<file path="src/rtl/sdram_work_fsm.sv">
// sdram_work_fsm
//
// Command-side work state machine of the SDRAM controller. After
// initialisation it grants refresh, then write, then read requests in that
// order. It walks ACT / READ / WRITE / AUTO-REFRESH sequences, using the
// phase-end flags returned by the timing block. The current state is reported
// back to that block, and the SDRAM command and address pins are decoded from
// the registered state.
//
// Ports:
//   clk, rst_n          clock (posedge) and asynchronous active-low reset
//   init_done           no work is started while low
//   sdram_wr_req/rd_req level requests, held until acknowledged
//   sys_addr            {bank, row, col}, captured at grant
//   sdram_ref_req/ack   refresh handshake with the timing block
//   ref_domain          refresh window: blocks new read/write grants
//   end_*               single-cycle phase-end flags from the timing block
//   work_state          current state code
//   sdram_wr_ack/rd_ack one-cycle grant acknowledges (asserted during ACT)
//   sdram_busy          high whenever the FSM is not idle
//   sdram_cs_n..we_n    SDRAM command pins
//   sdram_ba/addr       SDRAM bank and address buses
//   sdram_dq_oe         DQ output enable (write data phase)
//
// ROW_W must be at least 11, because A10 carries the auto-precharge bit.
// COL_W must be at most 10.
`timescale 1ns/1ps
module sdram_work_fsm #(
    parameter int ROW_W = 12,
    parameter int COL_W = 9,
    parameter int BA_W  = 2
) (
    input  logic                      clk,
    input  logic                      rst_n,
    input  logic                      init_done,
    input  logic                      sdram_wr_req,
    input  logic                      sdram_rd_req,
    input  logic [BA_W+ROW_W+COL_W-1:0] sys_addr,
    input  logic                      sdram_ref_req,
    output logic                      sdram_ref_ack,
    input  logic                      ref_domain,
    input  logic                      end_trcd,
    input  logic                      end_tcl,
    input  logic                      end_tread,
    input  logic                      end_twait,
    input  logic                      end_twrite,
    input  logic                      end_tdal,
    input  logic                      end_trfc,
    output logic [4:0]                work_state,
    output logic                      sdram_wr_ack,
    output logic                      sdram_rd_ack,
    output logic                      sdram_busy,
    output logic                      sdram_cs_n,
    output logic                      sdram_ras_n,
    output logic                      sdram_cas_n,
    output logic                      sdram_we_n,
    output logic [BA_W-1:0]           sdram_ba,
    output logic [ROW_W-1:0]          sdram_addr,
    output logic                      sdram_dq_oe
);

    // Codes shared with the timing block; they must not be renumbered.
    typedef enum logic [4:0] {
        S_IDLE    = 5'd0,
        S_ACT     = 5'd1,
        S_TRCD    = 5'd2,
        S_RD      = 5'd3,
        S_CL      = 5'd4,
        S_RD_DATA = 5'd5,
        S_RWAIT   = 5'd6,
        S_WR      = 5'd7,
        S_WR_DATA = 5'd8,
        S_TDAL    = 5'd9,
        S_AR      = 5'd10,
        S_TRFC    = 5'd11,
        S_AR1     = 5'd12,
        S_TRFC1   = 5'd13
    } state_t;

    localparam logic [3:0] CMD_ACT   = 4'b0011;
    localparam logic [3:0] CMD_READ  = 4'b0101;
    localparam logic [3:0] CMD_WRITE = 4'b0100;
    localparam logic [3:0] CMD_AREF  = 4'b0001;
    localparam logic [3:0] CMD_NOP   = 4'b0111;

    state_t            state;
    state_t            state_nxt;
    logic              grant_wr;
    logic              grant_rd;
    logic              op_wr;       // 1 = write, 0 = read
    logic [BA_W-1:0]   bank_q;
    logic [ROW_W-1:0]  row_q;
    logic [COL_W-1:0]  col_q;

    function automatic logic [3:0] cmd_decode(input state_t s);
        case (s)
            S_ACT:        cmd_decode = CMD_ACT;
            S_RD:         cmd_decode = CMD_READ;
            S_WR:         cmd_decode = CMD_WRITE;
            S_AR, S_AR1:  cmd_decode = CMD_AREF;
            default:      cmd_decode = CMD_NOP;
        endcase
    endfunction

    // Column on the row-wide bus with A10 set, so every access auto-precharges.
    function automatic logic [ROW_W-1:0] col_addr(input logic [COL_W-1:0] c);
        logic [ROW_W-1:0] a;
        a     = ROW_W'(c);
        a[10] = 1'b1;
        return a;
    endfunction

    // Next-state logic and grant strobes.
    always_comb begin
        state_nxt = state;
        grant_wr  = 1'b0;
        grant_rd  = 1'b0;
        case (state)
            S_IDLE: begin
                if (!init_done) begin
                    state_nxt = S_IDLE;
                end else if (sdram_ref_req) begin
                    state_nxt = S_AR;
                end else if (sdram_wr_req && !ref_domain) begin
                    state_nxt = S_ACT;
                    grant_wr  = 1'b1;
                end else if (sdram_rd_req && !ref_domain) begin
                    state_nxt = S_ACT;
                    grant_rd  = 1'b1;
                end
            end
            S_ACT:     state_nxt = S_TRCD;
            S_TRCD:    if (end_trcd)   state_nxt = op_wr ? S_WR : S_RD;
            S_RD:      state_nxt = S_CL;
            S_CL:      if (end_tcl)    state_nxt = S_RD_DATA;
            S_RD_DATA: if (end_tread)  state_nxt = S_RWAIT;
            S_RWAIT:   if (end_twait)  state_nxt = S_IDLE;
            S_WR:      state_nxt = S_WR_DATA;
            S_WR_DATA: if (end_twrite) state_nxt = S_TDAL;
            S_TDAL:    if (end_tdal)   state_nxt = S_IDLE;
            S_AR:      state_nxt = S_TRFC;
            S_TRFC:    if (end_trfc)   state_nxt = S_AR1;
            S_AR1:     state_nxt = S_TRFC1;
            S_TRFC1:   if (end_trfc)   state_nxt = S_IDLE;
            default:   state_nxt = S_IDLE;
        endcase
    end

    always_ff @(posedge clk or negedge rst_n) begin
        if (!rst_n) begin
            state <= S_IDLE;
        end else begin
            state <= state_nxt;
        end
    end

    // Operation and address are captured only on the grant cycle, so the
    // requester may change sys_addr once it has seen the ack.
    always_ff @(posedge clk or negedge rst_n) begin
        if (!rst_n) begin
            op_wr  <= 1'b0;
            bank_q <= '0;
            row_q  <= '0;
            col_q  <= '0;
        end else if (grant_wr || grant_rd) begin
            op_wr                  <= grant_wr;
            {bank_q, row_q, col_q} <= sys_addr;
        end
    end

    // Output decode from registered state and latches only.
    assign work_state    = state;
    assign sdram_busy    = (state != S_IDLE);
    assign sdram_ref_ack = (state == S_AR);
    assign sdram_wr_ack  = (state == S_ACT) &&  op_wr;
    assign sdram_rd_ack  = (state == S_ACT) && !op_wr;
    assign sdram_dq_oe   = (state == S_WR) || (state == S_WR_DATA);
    assign sdram_ba      = bank_q;

    assign {sdram_cs_n, sdram_ras_n, sdram_cas_n, sdram_we_n} = cmd_decode(state);

    always_comb begin
        sdram_addr = '0;
        case (state)
            S_ACT:      sdram_addr = row_q;
            S_RD, S_WR: sdram_addr = col_addr(col_q);
            default:    sdram_addr = '0;
        endcase
    end

endmodule

</file>
<file path="config.mk">
export PLATFORM = sky130hd
export DESIGN_NAME = sdram_work_fsm
export DESIGN_NICKNAME = d
export VERILOG_FILES = /design/src/rtl/sdram_work_fsm.sv
export SDC_FILE = /design/constraint.sdc
export NUM_CORES = 1
export LEC_CHECK = 0
export ABC_AREA = 1
export BUFFER_PORTS_ARGS = -buffer_cell sky130_fd_sc_hd__buf_2
export CAP_MARGIN = 20
export CORE_MARGIN = 2
export CORE_UTILIZATION = 52
export DETAILED_ROUTE_END_ITERATION = 6
export PLACE_DENSITY_LB_ADDON = 0.1
export REMOVE_ABC_BUFFERS = 1
export SLEW_MARGIN = 40
export SYNTH_ARGS = -nofsm -noshare
export SYNTH_HDL_FRONTEND = slang
export SYNTH_SLANG_ARGS = --single-unit
</file>
<file path="constraint.sdc">
create_clock -name clk -period 1.97 [get_ports clk]
set_input_delay 0.0985 -clock clk [delete_from_list [all_inputs] [get_ports clk]]
set_output_delay 0.0985 -clock clk [all_outputs]
set_load 0.02 [all_outputs]
</file>
==> run metrics, run 1 <==
# Max-Cap Violations 0; Pwr per Cell Area 1330 nW/um^2; CP max stage cell dfrtp_1; most frequent cells in the layout nand2_1, buf_2, nand3_1, dfrtp_1, dlygate4sd3_1; Initial DRC Count 107; Min-Delay Path Class input port to flop; Yosys warning count 0; H-tree depth 1; CP most frequent cell nand2_1; input/output buffers 62; CP arrival 1.72 ns; CP Cell Sequence nor2_8, nand2_1, o2111ai_1, nand2_1, buf_2; Combinational Power Share 53.0%; Yosys top cell area share 42.6%; Fmax 0.551 GHz; Layout Utilization 76.3%; fin nets 358; library cells used by synthesis 24; CP bufs+invs 1; Mapped Cells 231; register area share after synthesis 42.6%; grt peak-use layer met2; Rel. slew slack 59.0%; gr usage total 25.1%; total core area 3030 sq um; CP delay by family, top flip-flops; share of layout cells above drive strength 1 27.8%; leakage power 1.37 nW; final setup TNS 0 ns; Area Overhead vs Synth 40.3%; RSZ-0062 raised after global routing no; clock-pin slew on the worst setup and hold paths 0.16 ns; CTS Sinks 28; switching power 0.00142 W; commonest non-fill, non-tap cell in the layout nand2_1; Max VDD drop 649 uV; Residual DRC 0; max-slew violation count 0; kind of critical path flop to primary output; Max Root-Sink Buffers 2; setup violators final 0; outcome finished clean; synth top area cells dfrtp_1, nand2_1, nand3_1, inv_1, buf_4; Rows 20; Yosys reg bits 28; Switching Fraction 46.4%; first-pass GRT wire length 7030 microns; die width 60.3 microns; min-delay src sdram_wr_req; crit path max fanout 13; n_diodes 0; io pins 65; Worst path max stage delay 0.57 ns; CP required 1.87 ns; period utilisation layout 92.2%; Root Buffer clkbuf_4; Worst setup SP type flop; die area 3630 sq um; synthesized cell area 1650 sq um; GR Overflow Total 0; Cell Int Power 0.00164 W; final worst slack 0.154 ns; Final Hold Violating Endpoints 0; clock share of power 12.2%; CTS tree yes; vias per cell 4.83; pin count of the biggest net entering global routing 29; actual slew at the worst max-slew pin 0.615 ns; drt wl/cell 11.9 microns; vias in the first global route 1,601; CP Capture Type primary output; Syn Area/Cell 7.13 sq um; Vias 1,757; Starting Density 54.4%; TritonCTS Buffers 3; DP Worst Slack 0.269 ns; met3 Use GR 1.95%; skew final 0.00876 ns; Worst-Skew Late Latency 0.33 ns; DP HPWL 2800 microns; GPL Wtd Cong 0.952; CP startpoint work_state[2]; r2r startpoint work_state[2]; antenna-violating nets left 0; Final min period 1.82 ns; 1st-pass router iterations 4; Routed WL 4340 microns; initial antenna violation count 0; post-synth top area cell dfrtp_1; sequential share of power 34.7%; Die Ht 60.3 microns; met1 Use GR 35.3%; met2 Use GR 43.2%
-- tightest hold or removal path, cell delays in order --
cell and delay (ns):
buf_2 0.10, inv_1 0.06, o32ai_1 0.08
-- cells in the mapped netlist (all sizes together) --
master   instances
a21oi            4
buf             12
conb             1
dfrtp           28
inv             22
nand2          104
nand3           33
nand3b           1
nand4            2
nor2            18
o2111ai          1
o211ai           1
o21ai            3
o32ai            1
-- area by class of cell --
class / count / area, sq um
repair buffers: 96 / 628
clock buffers: 3 / 22.5
multi-input cells: 170 / 790
fillers: 235 / 717
well taps: 44 / 55.1
inverters: 22 / 82.6
clock inverters: 1 / 30.0
flip-flops and latches: 28 / 703
-- cell families (layout without fill, tap and decap cells) --
kind of cell,Yosys count,in the layout,synth area share (%)
AOI/OAI and AO/OA,10,10,3.88
buffers and inverters,34,122,10.2
DFF,28,28,42.6
other,1,2,0.228
and+or+nand+nor,158,158,43.2
-- sequential cells by signal, summed over array words and instances, names as in the netlist --
name,count
sdram_ba,2
op_wr,1
work_state,4
col_q,9
row_q,12
-- metal layers --
layer  wire length (microns)  vias to the layer above
met3                     232                        2
met2                    2160                       62
li1                        -                      891
met1                    1940                      802
met4                      12                        0
met5                       0                        -
-- power by group through the flow --
stage | logic, W | clock network [W] | registers, W
3_3_place_gp | 0.00149 | 0 | 0.00106
4_1_cts | 0.00154 | 0.000376 | 0.00106
5_1_grt | 0.00180 | 0.000405 | 0.00110
3_5_place_dp | 0.00150 | 0 | 0.00106
2_1_floorplan | 0.000945 | 0 | 0.00111
6_report | 0.00163 | 0.000375 | 0.00107
-- through the flow --
stage               power [W]  instance area (sq um)  hold slack, ns  cells
floorplan             0.00206                   1570          -0.197    220
global placement      0.00255                   1960           0.138    330
detailed placement    0.00256                   1960           0.141    330
CTS                   0.00297                   2270          0.0297    359
global route          0.00330                   2310          0.0161    364
finish                0.00307                   2310          0.0348    364
-- what timing repair did --
| item | in CTS | in global routing |
|---|---|---|
| pin swaps | 0 | 2 |
| setup endpoints to repair | 4 | 13 |
| hold buffers | 25 | 0 |
| hold endpoints to repair | 52 | 0 |
| setup buffers | 0 | 5 |
| gates resized for setup | 1 | 3 |
-- path summary, 6_finish.rpt --
| path | endpoint | slack [ns] | cells past startpoint |
|---|---|---|---|
| max | sdram_ras_n | 0.15 | 5 |
| min | op_wr | 0.03 | 3 |
| max reg2reg | row_q[5] | 0.18 | 7 |
| min reg2reg | col_q[3] | 0.49 | 2 |
| max in group asynchronous | work_state[1] | 1.22 | 2 |
| min in group asynchronous | col_q[7] | 0.31 | 2 |
Note: power is estimated with default switching activity, not from simulation.
==> inputs of run 2 (changes only) <==
--- a/config.mk
+++ b/config.mk
@@ -10,8 +10,9 @@
 export CAP_MARGIN = 20
 export CORE_MARGIN = 2
 export CORE_UTILIZATION = 52
+export CTS_CLUSTER_DIAMETER = 40
 export DETAILED_ROUTE_END_ITERATION = 6
-export PLACE_DENSITY_LB_ADDON = 0.1
+export PLACE_DENSITY = 0.94
 export REMOVE_ABC_BUFFERS = 1
 export SLEW_MARGIN = 40
 export SYNTH_ARGS = -nofsm -noshare
==> run metrics, run 2 (synthesized netlist as in run 1, its figures left out) <==
outcome finished clean; min-delay src sdram_wr_req; n_diodes 0; leakage power 1.37 nW; Die Ht 60.3 microns; Met2 Wirelength 2510 microns; CTS Sinks 28; H-tree depth 1; period utilisation layout 91.6%; Final min period 1.80 ns; Rows 20; input/output buffers 62; Layout Utilization 76.0%; Top Metal Used met4; R2R cell count 7; Rel. slew slack 59.4%; commonest non-fill, non-tap cell in the layout nand2_1; actual slew at the worst max-slew pin 0.610 ns; CP required 1.87 ns; Pwr per Cell Area 1350 nW/um^2; vias in the first global route 1,752; Reg with most FFs row_q; Worst-Skew Late Latency 0.33 ns; max-slew violation count 0; Area Overhead vs Synth 39.8%; Routed WL 4820 microns; Initial DRC Count 162; Reg2Reg Setup Slack 0.22 ns; clock-pin slew on the worst setup and hold paths 0.15 ns; Root Buffer clkbuf_4; fin nets 358; die area 3630 sq um; total core area 3030 sq um; initial antenna violation count 0; final hold slack 0.0327 ns; Final Hold Violating Endpoints 0; io pins 65; TritonCTS Buffers 3; Fmax 0.554 GHz; skew final 0.00488 ns; GR Overflow Total 0; CP arrival 1.71 ns; WHS Path Cells 3; Worst setup SP type flop; r2r startpoint work_state[2]; Starting Density 54.4%; RSZ-0062 raised after global routing no; CTS tree yes; 1st-pass router iterations 4; setup violators final 0; share of layout cells above drive strength 1 27.2%; Vias 1,860; Min-Delay Path Class input port to flop; vias per cell 5.11; kind of critical path flop to primary output; DP HPWL 3040 microns; GPL Wtd Cong 0.953; drt wl/cell 13.2 microns; die width 60.3 microns; final setup TNS 0 ns; antenna-violating nets left 0; max reg flops 12; DRT met1 WL 1910 microns; reg2reg end col_q[4]; pin count of the biggest net entering global routing 29; gr usage total 28.5%; # Max-Cap Violations 0; CP startpoint work_state[0]; CP Capture Type primary output; Max VDD drop 837 uV; Residual DRC 0; crit path max fanout 6; routed wl met3 353 microns; first-pass GRT wire length 7620 microns; Worst Hold Path EP op_wr; Max Root-Sink Buffers 2; most frequent cells in the layout nand2_1, buf_2, nand3_1, dfrtp_1, dlygate4sd3_1; Fill cells 239
run 2: cell count changes in the layout (fill, tap and decap cells not counted):
cell     previous run  this run
dfrtp_1            26        27
nor2_4              3         2
nor2_1             11        12
dfrtp_2             2         1
run 2: layout make-up:
type                            instances  area [sq um]  area share [%]
Clock buffer                            3          22.5           0.978
Multi-Input combinational cell        170           782            34.0
Sequential cell                        28           702            30.5
Clock inverter                          1          30.0            1.30
Tap cell                               44          55.1            2.39
Inverter                               22          82.6            3.59
Timing Repair Buffer                   96           628            27.3
run 2: routing by layer:
| metal | up-vias | GRT usage [%] |
|---|---|---|
| li1 | 892 | - |
| met1 | 854 | 33.7 |
| met2 | 107 | 53.9 |
| met3 | 7 | 3.25 |
| met4 | 0 | 7.30 |
| met5 | - | 0 |
run 2: worst max-delay path by stage:
stage | end | slack [ns] | cells after the start
2_1_floorplan | sdram_ba[0] | 0.29 | 6
3_3_place_gp | sdram_ba[1] | 0.36 | 6
3_5_place_dp | row_q[2] | 0.28 | 6
4_1_cts | sdram_cas_n | 0.08 | 5
5_1_grt | sdram_cas_n | 0.01 | 6
6_report | sdram_ras_n | 0.17 | 6
run 2: worst max-delay path, stage by stage, from the launching register on:
cell and delay, ns:
dfrtp_2 0.46, inv_1 0.13, nor2_2 0.21, nand2_1 0.18, o2111ai_1 0.16, nand2_1 0.07
buf_2 0.16
run 2: repair_timing:
action | 4_1_cts | 5_1_grt
endpoints found under the hold margin | 52 | 0
setup buffers | 0 | 5
setup endpoints to repair | 0 | 16
resized for setup | 0 | 1
hold buffers | 25 | 0
run 2: power breakdown:
group          leakage [nW]  internal (W)  switching, W
clock                0.0279      0.000206      0.000169
sequential            0.354      0.000835      0.000232
combinational         0.984      0.000606       0.00106
total                  1.37       0.00165       0.00146
run 2: per-stage QoR:
| stage | worst slack, ns | area [sq um] | total power (W) | std cells |
|---|---|---|---|---|
| after detailed placement | 0.278 | 1960 | 0.00257 | 330 |
| after global placement | 0.358 | 1960 | 0.00253 | 330 |
| after global routing | 0.0110 | 2300 | 0.00333 | 364 |
| after floorplan | 0.291 | 1570 | 0.00206 | 220 |
| after CTS | 0.0807 | 2260 | 0.00297 | 359 |
| final | 0.165 | 2300 | 0.00311 | 364 |
==> inputs of run 3 (changes only) <==
--- a/config.mk
+++ b/config.mk
@@ -8,10 +8,13 @@
 export ABC_AREA = 1
 export BUFFER_PORTS_ARGS = -buffer_cell sky130_fd_sc_hd__buf_2
 export CAP_MARGIN = 20
+export CELL_PAD_IN_SITES_DETAIL_PLACEMENT = 0
+export CELL_PAD_IN_SITES_GLOBAL_PLACEMENT = 1
 export CORE_MARGIN = 2
-export CORE_UTILIZATION = 52
+export CORE_UTILIZATION = 36
 export CTS_CLUSTER_DIAMETER = 40
 export DETAILED_ROUTE_END_ITERATION = 6
+export GPL_TIMING_DRIVEN = 0
 export PLACE_DENSITY = 0.94
 export REMOVE_ABC_BUFFERS = 1
 export SLEW_MARGIN = 40
==> run metrics, run 3 (synthesized netlist as in run 1, its figures left out) <==
DP Area 1940 sq um; n_diodes 0; DP Worst Slack -0.0697 ns; Worst setup SP type flop; period utilisation layout 92.3%; R2R cell count 9; share of layout cells above drive strength 1 28.9%; Levels on crit path 6; CP endpoint sdram_ras_n; die area 5130 sq um; TritonCTS Buffers 3; Routed WL 4130 microns; clock-pin slew on the worst setup and hold paths 0.09 ns; multi-input logic area 806 sq um; Design Area, Final 2060 sq um; Max Root-Sink Buffers 2; Vias 1,606; Fill cells 487; GR Overflow Total 0; GPL Wtd Cong 0.834; 1st-pass router iterations 5; CP delay by family, top simple AND/OR/NAND/NOR gates; CP most frequent cell nand2_1; initial antenna violation count 0; r2r startpoint work_state[0]; die width 71.6 microns; CP startpoint work_state[0]; max-slew violation count 0; Die Ht 71.6 microns; Pwr per Cell Area 1430 nW/um^2; Fmax 0.550 GHz; kind of critical path flop to primary output; Area Overhead vs Synth 24.9%; Reg2Reg Setup Slack 0.22 ns; setup violators final 0; io pins 65; most frequent cells in the layout nand2_1, buf_2, nand3_1, dfrtp_1, inv_1; final worst slack 0.151 ns; DP HPWL 2810 microns; Root Buffer clkbuf_8; CTS Sinks 28; H-tree depth 1; Residual DRC 0; pin count of the biggest net entering global routing 29; Worst path max stage delay 0.47 ns; first-pass GRT wire length 6690 microns; commonest non-fill, non-tap cell in the layout nand2_1; Final min period 1.82 ns; total core area 4380 sq um; CP max stage cell dfrtp_2; skew final 0.00298 ns; CP bufs+invs 2; Rows 24; vias in the first global route 1,526; WHS Path Cells 3; total power 0.00295 W; reg2reg end work_state[2]; Layout Utilization 46.9%; CP arrival 1.72 ns; leakage power 1.24 nW; vias per cell 4.68; Rel. slew slack 58.7%; CTS tree yes; # Max-Cap Violations 0; Worst-Skew Late Latency 0.27 ns; gr usage total 16.1%; Final Hold Violating Endpoints 0; max reg flops 12; CP required 1.87 ns; drt wl/cell 12.0 microns; Max VDD drop 549 uV; FF/Latch Area 706 sq um; fin nets 329; CP Cell Sequence inv_1, nor2_4, nand2_1, o2111ai_1, nand2_1, buf_2; outcome finished clean; actual slew at the worst max-slew pin 0.619 ns; crit path max fanout 11; Starting Density 37.6%; RSZ-0062 raised after global routing no; CP Capture Type primary output; Initial DRC Count 78; input/output buffers 62; Reg with most FFs row_q; antenna-violating nets left 0; Min-Delay Path Class input port to flop
-- run 3: cell count changes in the layout (fill, tap and decap cells not counted), sizes merged --
| cell | delta |
|---|---|
| clkbuf | +1 |
| bufinv | -1 |
| buf | -6 |
| dlygate4sd3 | -24 |
| nor2 | +1 |
-- run 3: report_power, final --
part	switching, W	internal, W	total (W)
combinational	0.000974	0.000517	0.00149
sequential	0.000264	0.000843	0.00111
clock	0.000173	0.000179	0.000353
-- run 3: how the worst min path moves through the flow --
| stage | startpoint | end | slack [ns] |
|---|---|---|---|
| after floorplan | rst_n | col_q[0] | -0.20 |
| after global placement | rst_n | sdram_ba[0] | 0.14 |
| after detailed placement | rst_n | sdram_ba[0] | 0.15 |
| after CTS | sys_addr[8] | col_q[8] | 0.008 |
| after global routing | sys_addr[2] | col_q[2] | 0.009 |
| final | sys_addr[8] | col_q[8] | 0.01 |
-- run 3: layout make-up --
| class | count | share of cell area, % |
|---|---|---|
| clock buffer | 4 | 2.68 |
| multi-input combinational | 171 | 39.2 |
| timing repair buffer | 66 | 16.7 |
| inverter | 22 | 4.01 |
| sequential | 28 | 34.3 |
| tap | 52 | 3.16 |
-- run 3: what timing repair did --
item,in CTS,in global routing
endpoints found under the hold margin,28,0
setup endpoints to repair,37,26
gates resized for setup,4,2
hold buffers,1,0
gates cloned,0,1
setup buffers,1,2
pin swaps,1,2
-- run 3: through the flow --
step / hold WS, ns / setup TNS [ns] / cells
finish: 0.0132 / 0 / 343
global route: 0.00884 / 0 / 343
CTS: 0.00840 / 0 / 340
detailed placement: 0.153 / -0.205 / 334
global placement: 0.145 / -0.135 / 334
floorplan: -0.197 / 0 / 220
-- run 3: worst reg2reg max path, cell delays in order, from the launching register on --
cell and delay (ns):
dfrtp_2 0.48, inv_1 0.25, nor2_4 0.08, buf_4 0.19
nand3_1 0.11, nand3_1 0.08, nor2_2 0.21, nand2_2 0.11
nand2_1 0.07, nand2_1 0.05
-- run 3: per-layer routing --
| layer | routed length [microns] | global-route usage, % | vias up |
|---|---|---|---|
| li1 | - | - | 835 |
| met1 | 1990 | 21.9 | 715 |
| met2 | 1860 | 26.4 | 52 |
| met3 | 244 | 2.25 | 4 |
| met4 | 41 | 5.24 | 0 |
| met5 | 0 | 0 | - |
